<file path="src/rtl/err_meas_seq_pkg.sv">
// Shared definitions for the error-measurement sequencer.
// Holds the error sample width and the FSM state encoding used by err_meas_seq.
package err_meas_seq_pkg;

  // Width of the error generator accumulator outputs and of the averaged results.
  localparam int unsigned ERR_W = 18;

  typedef enum logic [2:0] {
    StIdle   = 3'd0,
    StArm    = 3'd1,
    StSettle = 3'd2,
    StMeas   = 3'd3,
    StDone   = 3'd4
  } state_e;

  // States in which the symbol watchdog runs.
  function automatic logic is_run_state(input state_e s);
    return (s == StArm) || (s == StSettle) || (s == StMeas);
  endfunction

endpackage

</file>
<file path="src/rtl/err_avg_acc.sv">
// Signed accumulate-and-shift unit: sums 2^LOG2_AVG error samples and latches their
// floor-average.
// Ports:
//   i_clk, i_reset : clock, synchronous active-high reset
//   i_clr          : clear the running sum (start of a run)
//   i_acc          : add i_data to the running sum
//   i_load         : final sample; latch (sum + i_data) >>> LOG2_AVG into o_avg
//   i_data         : signed error sample
//   o_avg          : averaged result, held until the next load
module err_avg_acc
  import err_meas_seq_pkg::*;
#(
  parameter int unsigned LOG2_AVG = 2
) (
  input  logic                    i_clk,
  input  logic                    i_reset,
  input  logic                    i_clr,
  input  logic                    i_acc,
  input  logic                    i_load,
  input  logic signed [ERR_W-1:0] i_data,
  output logic signed [ERR_W-1:0] o_avg
);

  // Widened so 2^LOG2_AVG full-scale samples cannot overflow.
  localparam int unsigned SUM_W = ERR_W + LOG2_AVG;

  logic signed [SUM_W-1:0] r_sum;
  logic signed [SUM_W-1:0] w_sum_nxt;
  logic signed [ERR_W-1:0] r_avg;

  always_comb begin
    w_sum_nxt = r_sum + {{LOG2_AVG{i_data[ERR_W-1]}}, i_data};
  end

  always_ff @(posedge i_clk) begin
    if (i_reset) begin
      r_sum <= '0;
      r_avg <= '0;
    end else begin
      if (i_clr) begin
        r_sum <= '0;
      end else if (i_acc) begin
        r_sum <= w_sum_nxt;
      end
      // Dropping the low LOG2_AVG bits of a signed sum is an arithmetic shift (floor).
      if (i_load) begin
        r_avg <= w_sum_nxt[SUM_W-1:LOG2_AVG];
      end
    end
  end

  assign o_avg = r_avg;

endmodule

</file>
<file path="src/rtl/err_meas_seq.sv">
// Error-measurement run sequencer for the 16-QAM receiver path.
// Arms on start, aligns to the LFSR period boundary, skips SETTLE_PERIODS boundaries,
// then averages 2^LOG2_AVG captured DC and squared error samples and pulses done.
// Ports:
//   i_clk, i_reset           : clock, synchronous active-high reset
//   i_sym_en                 : symbol-rate clock enable
//   i_start, i_abort         : one-clk run request / cancel
//   i_cycle_out_periodic     : LFSR period boundary flag (qualified by i_sym_en)
//   i_acc_dc_err_in          : err_dc_gen accumulator output
//   i_acc_sq_err_in          : err_sq_gen accumulator output
//   o_acc_clr                : clear pulse to both error generators
//   o_busy, o_done           : run active / results updated pulse
//   o_timeout_err            : sticky boundary-timeout flag
//   o_dc_err_avg, o_sq_err_avg : averaged errors, held until next done
module err_meas_seq
  import err_meas_seq_pkg::*;
#(
  parameter int unsigned LOG2_AVG       = 2,
  parameter int unsigned SETTLE_PERIODS = 1,
  parameter int unsigned TIMEOUT_SYMS   = 65535
) (
  input  logic                    i_clk,
  input  logic                    i_reset,
  input  logic                    i_sym_en,
  input  logic                    i_start,
  input  logic                    i_abort,
  input  logic                    i_cycle_out_periodic,
  input  logic signed [ERR_W-1:0] i_acc_dc_err_in,
  input  logic signed [ERR_W-1:0] i_acc_sq_err_in,
  output logic                    o_acc_clr,
  output logic                    o_busy,
  output logic                    o_done,
  output logic                    o_timeout_err,
  output logic signed [ERR_W-1:0] o_dc_err_avg,
  output logic signed [ERR_W-1:0] o_sq_err_avg
);

  localparam int unsigned SYM_CNT_W = $clog2(TIMEOUT_SYMS + 1);
  localparam logic [SYM_CNT_W-1:0] SYM_LAST = SYM_CNT_W'(TIMEOUT_SYMS - 1);
  localparam logic [3:0] SETTLE_LAST = 4'((SETTLE_PERIODS == 0) ? 0 : SETTLE_PERIODS - 1);

  state_e                r_state;
  state_e                w_state_nxt;
  logic [SYM_CNT_W-1:0]  r_sym_cnt;
  logic [3:0]            r_settle_cnt;
  logic [LOG2_AVG-1:0]   r_cap_cnt;
  logic                  r_cap_pend;
  logic                  r_timeout_err;

  logic w_bnd;
  logic w_cap;
  logic w_start_acc;
  logic w_abort;
  logic w_timeout;
  logic w_meas_acc;
  logic w_last_cap;

  always_comb begin
    w_bnd       = i_sym_en & i_cycle_out_periodic;
    // Generators register on the boundary, so the sample is valid on the next sym_en.
    w_cap       = i_sym_en & r_cap_pend;
    w_start_acc = (r_state == StIdle) & i_start;
    w_abort     = (r_state != StIdle) & i_abort;
    w_timeout   = is_run_state(r_state) & i_sym_en & ~w_bnd & (r_sym_cnt == SYM_LAST);
    // Abort beats a coincident capture: the sample is dropped.
    w_meas_acc  = (r_state == StMeas) & w_cap & ~i_abort & ~w_timeout;
    w_last_cap  = w_meas_acc & (r_cap_cnt == '1);
  end

  always_comb begin
    w_state_nxt = r_state;
    unique case (r_state)
      StIdle:   if (i_start) w_state_nxt = StArm;
      StArm:    if (w_bnd) w_state_nxt = (SETTLE_PERIODS == 0) ? StMeas : StSettle;
      StSettle: if (w_bnd && (r_settle_cnt == SETTLE_LAST)) w_state_nxt = StMeas;
      StMeas:   if (w_last_cap) w_state_nxt = StDone;
      StDone:   w_state_nxt = StIdle;
      default:  w_state_nxt = StIdle;
    endcase
    if (w_abort || w_timeout) begin
      w_state_nxt = StIdle;
    end
  end

  always_ff @(posedge i_clk) begin
    if (i_reset) begin
      r_state       <= StIdle;
      r_sym_cnt     <= '0;
      r_settle_cnt  <= '0;
      r_cap_cnt     <= '0;
      r_cap_pend    <= 1'b0;
      r_timeout_err <= 1'b0;
    end else begin
      r_state <= w_state_nxt;

      // Watchdog: never exceeds SYM_LAST because the timeout leaves the run first.
      if (!is_run_state(w_state_nxt) || w_bnd) begin
        r_sym_cnt <= '0;
      end else if (i_sym_en) begin
        r_sym_cnt <= r_sym_cnt + 1'b1;
      end

      if (r_state != StSettle) begin
        r_settle_cnt <= '0;
      end else if (w_bnd) begin
        r_settle_cnt <= r_settle_cnt + 1'b1;
      end

      // Only boundaries seen while already in MEAS arm a capture.
      if ((r_state != StMeas) || (w_state_nxt != StMeas)) begin
        r_cap_pend <= 1'b0;
      end else if (i_sym_en) begin
        r_cap_pend <= w_bnd;
      end

      if (r_state != StMeas) begin
        r_cap_cnt <= '0;
      end else if (w_meas_acc) begin
        r_cap_cnt <= r_cap_cnt + 1'b1;
      end

      if (w_start_acc) begin
        r_timeout_err <= 1'b0;
      end else if (w_timeout) begin
        r_timeout_err <= 1'b1;
      end
    end
  end

  err_avg_acc #(
    .LOG2_AVG(LOG2_AVG)
  ) u_dc_acc (
    .i_clk  (i_clk),
    .i_reset(i_reset),
    .i_clr  (w_start_acc),
    .i_acc  (w_meas_acc),
    .i_load (w_last_cap),
    .i_data (i_acc_dc_err_in),
    .o_avg  (o_dc_err_avg)
  );

  err_avg_acc #(
    .LOG2_AVG(LOG2_AVG)
  ) u_sq_acc (
    .i_clk  (i_clk),
    .i_reset(i_reset),
    .i_clr  (w_start_acc),
    .i_acc  (w_meas_acc),
    .i_load (w_last_cap),
    .i_data (i_acc_sq_err_in),
    .o_avg  (o_sq_err_avg)
  );

  assign o_acc_clr     = w_start_acc & ~i_reset;
  assign o_busy        = (r_state != StIdle);
  assign o_done        = (r_state == StDone);
  assign o_timeout_err = r_timeout_err;

endmodule
</file>
<file path="config.mk">
export PLATFORM = sky130hd
export DESIGN_NAME = err_meas_seq
export DESIGN_NICKNAME = d
export VERILOG_FILES = /design/src/rtl/err_meas_seq_pkg.sv /design/src/rtl/err_avg_acc.sv /design/src/rtl/err_meas_seq.sv
export SDC_FILE = /design/constraint.sdc
export NUM_CORES = 1
export LEC_CHECK = 0
export CELL_PAD_IN_SITES_DETAIL_PLACEMENT = 0
export CELL_PAD_IN_SITES_GLOBAL_PLACEMENT = 1
export CORE_ASPECT_RATIO = 1.25
export CORE_UTILIZATION = 38
export CTS_BUF_LIST = sky130_fd_sc_hd__clkbuf_4
export DETAILED_ROUTE_END_ITERATION = 7
export PLACE_DENSITY_LB_ADDON = 0.08
export SLEW_MARGIN = 20
export SYNTH_ARGS = -nofsm -noshare
export SYNTH_HDL_FRONTEND = slang
export SYNTH_SLANG_ARGS = --single-unit
</file>
<file path="constraint.sdc">
create_clock -name i_clk -period 4.2 [get_ports i_clk]
set_clock_uncertainty 0.15 [all_clocks]
set_input_delay 1.05 -clock i_clk [delete_from_list [all_inputs] [get_ports i_clk]]
set_output_delay 1.05 -clock i_clk [all_outputs]
set_load 0.01 [all_outputs]
</file>
; ---- Word-level counts from Yosys, hierarchy flattened
; Cells that the tools add are included.
[op_classes]
add_sub_neg = 5
n_eq_ne = 12
n_mux = 6
bitwise_logic = 16
n_reduce_logical = 17
[op_table]
columns = operator, count
row1 = adder 20 bit, 2
row2 = "adder 16 x 1 -> 16 bit, second input constant", 1
row3 = "equality test 16 bit, second input constant", 1
row4 = two-way mux 3 bit, 5
row5 = bitwise AND 1 bit, 12
row6 = "equality test 3 x 2 -> 1 bit, second input constant", 4
row7 = case mux 3 bit (4 select lines), 1
row8 = OR reduction 2 bit, 5
row9 = "inequality test 3 x 2 -> 1 bit, second input constant", 3
row10 = logical OR 1 bit, 7
row11 = "equality test 3 x 1 -> 1 bit, second input constant", 2
row12 = "adder 4 x 1 -> 4 bit, second input constant", 1
row13 = zero test 4 bit, 1
row14 = inverter 1 bit, 4
row15 = "equality test 3 bit, second input constant", 1
row16 = zero test 3 bit, 1
row17 = nonzero test 3 bit, 1
row18 = "adder 2 x 1 -> 2 bit, second input constant", 1
row19 = "equality test 2 bit, second input constant", 1
row20 = logical AND 1 bit, 1
row21 = zero test 1 bit, 1
[totals]
register_bits = 103
inputBits = 42
output_inout_bits = 40
wordCells = 66

; ---- Depth between registers and ports, before layout
[logic_depth]
depth_word = 18
ltp_mapped = 12
mapped_depth_nobuf = 12

; ---- By module
; Synthesis repeated with hierarchy kept, for this count alone.
[hier_totals]
hier_cells = 725
area_unflattened_um2 = 6268.5
[by_module_without_submodules]
columns = mod, instances, cells_per_inst, area_per_inst_um2, seq_area_each_um2
row1 = err_avg_acc, 2, 279, 2419.8, 760.7
row2 = err_meas_seq, 1, 167, 1428.9, 540.5

; ---- Least setup slack after synthesis
; Ideal clock, no wire load.
[synth_timing]
path_type = input to register
startpoint = in i_acc_dc_err_in[0]
endpoint = reg u_dc_acc.r_avg[14] (netlist: u_dc_acc.o_avg[14])
setup_time_ps = 145
t_arrival_ps = 3213
setup_slack_ps = 692
stages = 12
path_cell_list = ha_1 -> inv_1 -> fa_1 -> nor2b_4 -> o2111a_2 -> o41ai_4 -> a32oi_2 -> a311oi_2 -> nor2b_1 -> o21ai_1 -> mux2i_1 -> o311ai_0
[synth_via]
elab_chain_cells = 1
[synth_lines]
columns = element, line_no
row1 = start: declaration, err_meas_seq.sv:28  ; input logic signed [ERR_W-1:0] i_acc_dc_err_in,
row2 = adder 20 bit, err_avg_acc.sv:32  ; w_sum_nxt = r_sum + {{LOG2_AVG{i_data[ERR_W-1]}}, i_data};
row3 = end signal: assignment, err_avg_acc.sv:47  ; r_avg <= w_sum_nxt[SUM_W-1:LOG2_AVG];
row4 = end: declaration, err_avg_acc.sv:29  ; logic signed [ERR_W-1:0] r_avg;
; Every way passes these cells.
; A chain may end at the register's enable or synchronous reset.

; ---- Final worst setup path
; Ends and elaborated chain as after synthesis.

==> impl_metrics.json <==
{
  "run_status": "complete, but fails checks",
  "failed_checks": "DRC",
  "period_needed_ns": 3.680,
  "min_to": "u_sq_acc.o_avg[13]",
  "drtIter0Drc": 242,
  "core.rowCount": 49,
  "core-area_um2": 14530,
  "grt_max_degree": 50,
  "endpoint_kind": "flop",
  "hold_path_depth": 2,
  "io-pin-count": 82,
  "finalWirelength_mm": 14.16,
  "tns_ns": 0,
  "layout.nets": 866,
  "relSlewSlack_pct": 44.60,
  "synth-simple-area-share_pct": 22.80,
  "cts_max_path_buffers": 2,
  "r2r.worst_path.cells": 12,
  "synth-seq-cells": 103,
  "final_util_pct": 47.62,
  "synth_mux_area_share_pct": 1.049,
  "synth_xor_area_share_pct": 7.346,
  "hold_class": "flop to flop",
  "worstPathArrival_ns": 3.86,
  "synth_edf_count": 0,
  "grt_pass1_vias": 4945,
  "cts_made_buffers": 9,
  "min_period_over_period_pct": 87.62,
  "routed-via-count": 5102,
  "cts_setup_buffers": 0,
  "tightest_slew_ns": 0.8279,
  "dpl_cell_area_um2": 6756,
  "areaGrowthSynthToFinish_pct": 20.90,
  "netlist_area_um2": 5723,
  "clock-sinks": 103,
  "dr.pass1.iters": 7,
  "min_from": "u_sq_acc.o_avg[13]",
  "gp_routability_congestion": 0.8275,
  "reg2reg_slack_ns": 1.18,
  "post_drt_wl_per_cell_um": 14.71,
  "clk_latency_ns": 0.47,
  "synth_area_per_cell_um2": 8.106,
  "routed_via_density": 5.298,
  "grt_pass1_wl_mm": 23.62,
  "start_util_pct": 39.39,
  "synthArstFlopShare_pct": 0,
  "drc": 8,
  "grt_use_total_pct": 18.84,
  "antenna_found_initial": 1,
  "die_h_um": 139.2,
  "crit_required_ns": 4.38,
  "syn_nets": 793,
  "r2r_start": "u_dc_acc.r_sum[0]",
  "dpl.hpwl_mm": 10.17,
  "postLayoutCellArea_um2": 6919,
  "die_x_um": 111.8,
  "fmax_ghz": 0.2717,
  "synth_top_family_by_area": "simple AND/OR/NAND/NOR gates",
  "path_max_fanout": 2,
  "drv_slew": 0,
  "port-buffer-count": 81,
  "worstSetupPathType": "input pin to flop",
  "htreeDepth": 3,
  "clk_pin_slew_ns": 0.15,
  "cts_root_buf": "clkbuf_4",
  "worstReg2RegEnd": "u_dc_acc.o_avg[14]",
  "cts_resized": 0,
  "yosysWarnings": 0,
  "rsz0062_at_grt": "no",
  "max-cap-violations": 0,
  "synth_cells": 706,
  "hold_buffers": 0,
  "powerDensity_nw_per_um2": 250.6,
  "ant_nets": 0,
  "cts_tree": "yes",
  "ys_types": 60,
  "hold_viol": 0,
  "dieArea_um2": 15560,
  "synth-seq-area-share_pct": 36.03,
  "grt-ovfl-total": 0,
  "synth_compound_area_share_pct": 19.24,
  "drive_gt1_share_pct": 5.867,
  "setup_viol": 0,
  "synth_ff_type": "dfxtp_1",
  "cp-start-kind": "input pin",
  "synthAdderAreaFrac_pct": 10.10,
  "ir_worst_vdd_mv": 0.1137,
  "power_leakage_uw": 0.002664
}
## metrics by stage
| step | hold WS, ns | instances | worst slack (ns) | total power [uW] |
|---|---|---|---|---|
| global route | 0.3389 | 963 | 0.3509 | 1817 |
| CTS | 0.3186 | 962 | 0.5373 | 1767 |
| detailed placement | 0.2984 | 946 | 0.009638 | 1177 |
| global placement | 0.2938 | 946 | 0.07816 | 1177 |
| floorplan | 0.2877 | 706 | 0.6921 | 1100 |
| finish | 0.3162 | 963 | 0.5201 | 1734 |
## report_power, final
| part | switching [uW] | internal (uW) | total [uW] |
|---|---|---|---|
| logic | 92.4 | 78.2 | 171 |
| registers | 4.04 | 980 | 984 |
| clock network | 332 | 246 | 579 |
| total | 429 | 1300 | 1730 |
## critical path, stage by stage
cell             delay [ns]
clkdlybuf4s50_1        0.40
ha_1                   0.21
inv_1                  0.07
fa_1                   0.24
nor2b_4                0.06
o2111a_2               0.27
o41ai_4                0.25
a32oi_2                0.19
a311oi_2               0.35
nor2b_1                0.13
o21ai_1                0.26
mux2i_1                0.22
o311ai_0               0.14
## layout make-up
cell class | count | area [um^2]
inverters | 18 | 67.56
multi-input cells | 553 | 3488
diodes | 1 | 2.502
well taps | 178 | 222.7
clock buffers | 10 | 75.07
flip-flops and latches | 103 | 2062
repair buffers | 94 | 915.9
clock inverters | 6 | 85.08
fillers | 1459 | 7611
## Yosys cell counts (7+ instances only)
master,count,share of area (%)
inv_1,18,1.2
a21o_1,17,2.2
xor2_1,20,3.1
nand3_1,18,1.6
xnor2_1,28,4.3
nor2_1,69,4.5
dfxtp_1,103,36
o21ai_0,15,1.3
clkbuf_1,24,1.6
buf_2,7,0.61
nor3_1,21,1.8
nor2b_1,8,0.87
nand2_1,121,7.9
and3_1,8,0.87
a211oi_1,17,2.2
ha_1,43,9.4
a21oi_1,70,6.1
o21a_1,7,0.92
## how the worst max path moves through the flow
stage	startpoint	endpoint	slack, ns	cells after the start
5_1_grt	i_acc_dc_err_in[0]	u_dc_acc.o_avg[14]	0.35	13
4_1_cts	i_acc_dc_err_in[0]	u_dc_acc.r_sum[16]	0.54	13
3_5_place_dp	i_acc_dc_err_in[0]	u_dc_acc.o_avg[14]	0.01	13
3_3_place_gp	i_acc_dc_err_in[0]	u_dc_acc.r_sum[16]	0.08	13
2_1_floorplan	i_acc_dc_err_in[0]	u_dc_acc.o_avg[14]	0.69	12
6_report	i_acc_dc_err_in[0]	u_dc_acc.o_avg[14]	0.52	13
## cells in the final DEF, fill, tap and decap left out, drive strengths merged, types with 4 or more instances in the layout
master	netlist	layout
nor3	21	21
or3	6	6
and3	9	9
dfxtp	103	103
ha	43	43
clkbuf	24	10
xor2	20	20
nand4	6	6
o21bai	4	4
nor2b	9	9
a211oi	17	17
o21ai	21	21
o21a	7	7
a21o	17	17
nand3	19	19
buf	8	14
nand2	121	121
a21oi	70	70
o211ai	4	4
and2	4	4
a31oi	6	6
nor2	70	70
xnor2	28	28
mux2i	6	6
clkdlybuf4s50	0	80
and4	5	5
inv	18	18
nor4	5	5
## metal layers
metal | vias to the layer above | GRT usage, % | wire length, um
li1 | 2615 | - | -
met1 | 2373 | 23.13 | 6410
met2 | 99 | 33.08 | 6950
met3 | 15 | 2.928 | 606
met4 | 0 | 6.757 | 195
met5 | - | 0 | 0
## sequential cells by signal, indices dropped and copies added, names as in the netlist
signal and flops:
r_state 3, r_sym_cnt 16, u_dc_acc.o_avg 18, u_sq_acc.r_sum 20
u_dc_acc.r_sum 20, u_sq_acc.o_avg 18, r_cap_cnt 2, o_timeout_err 1
r_cap_pend 1, r_settle_cnt 4
## kinds of logic (layout without fill, tap and decap cells)
logic type,Yosys count,after routing
DFF,103,103
other,0,1
adders and majority gates,45,45
buffers and inverters,50,128
AOI/OAI and AO/OA,168,168
muxes,6,6
and+or+nand+nor,286,286
xor gates and xnor gates,48,48
(Power assumes the default switching activity.)
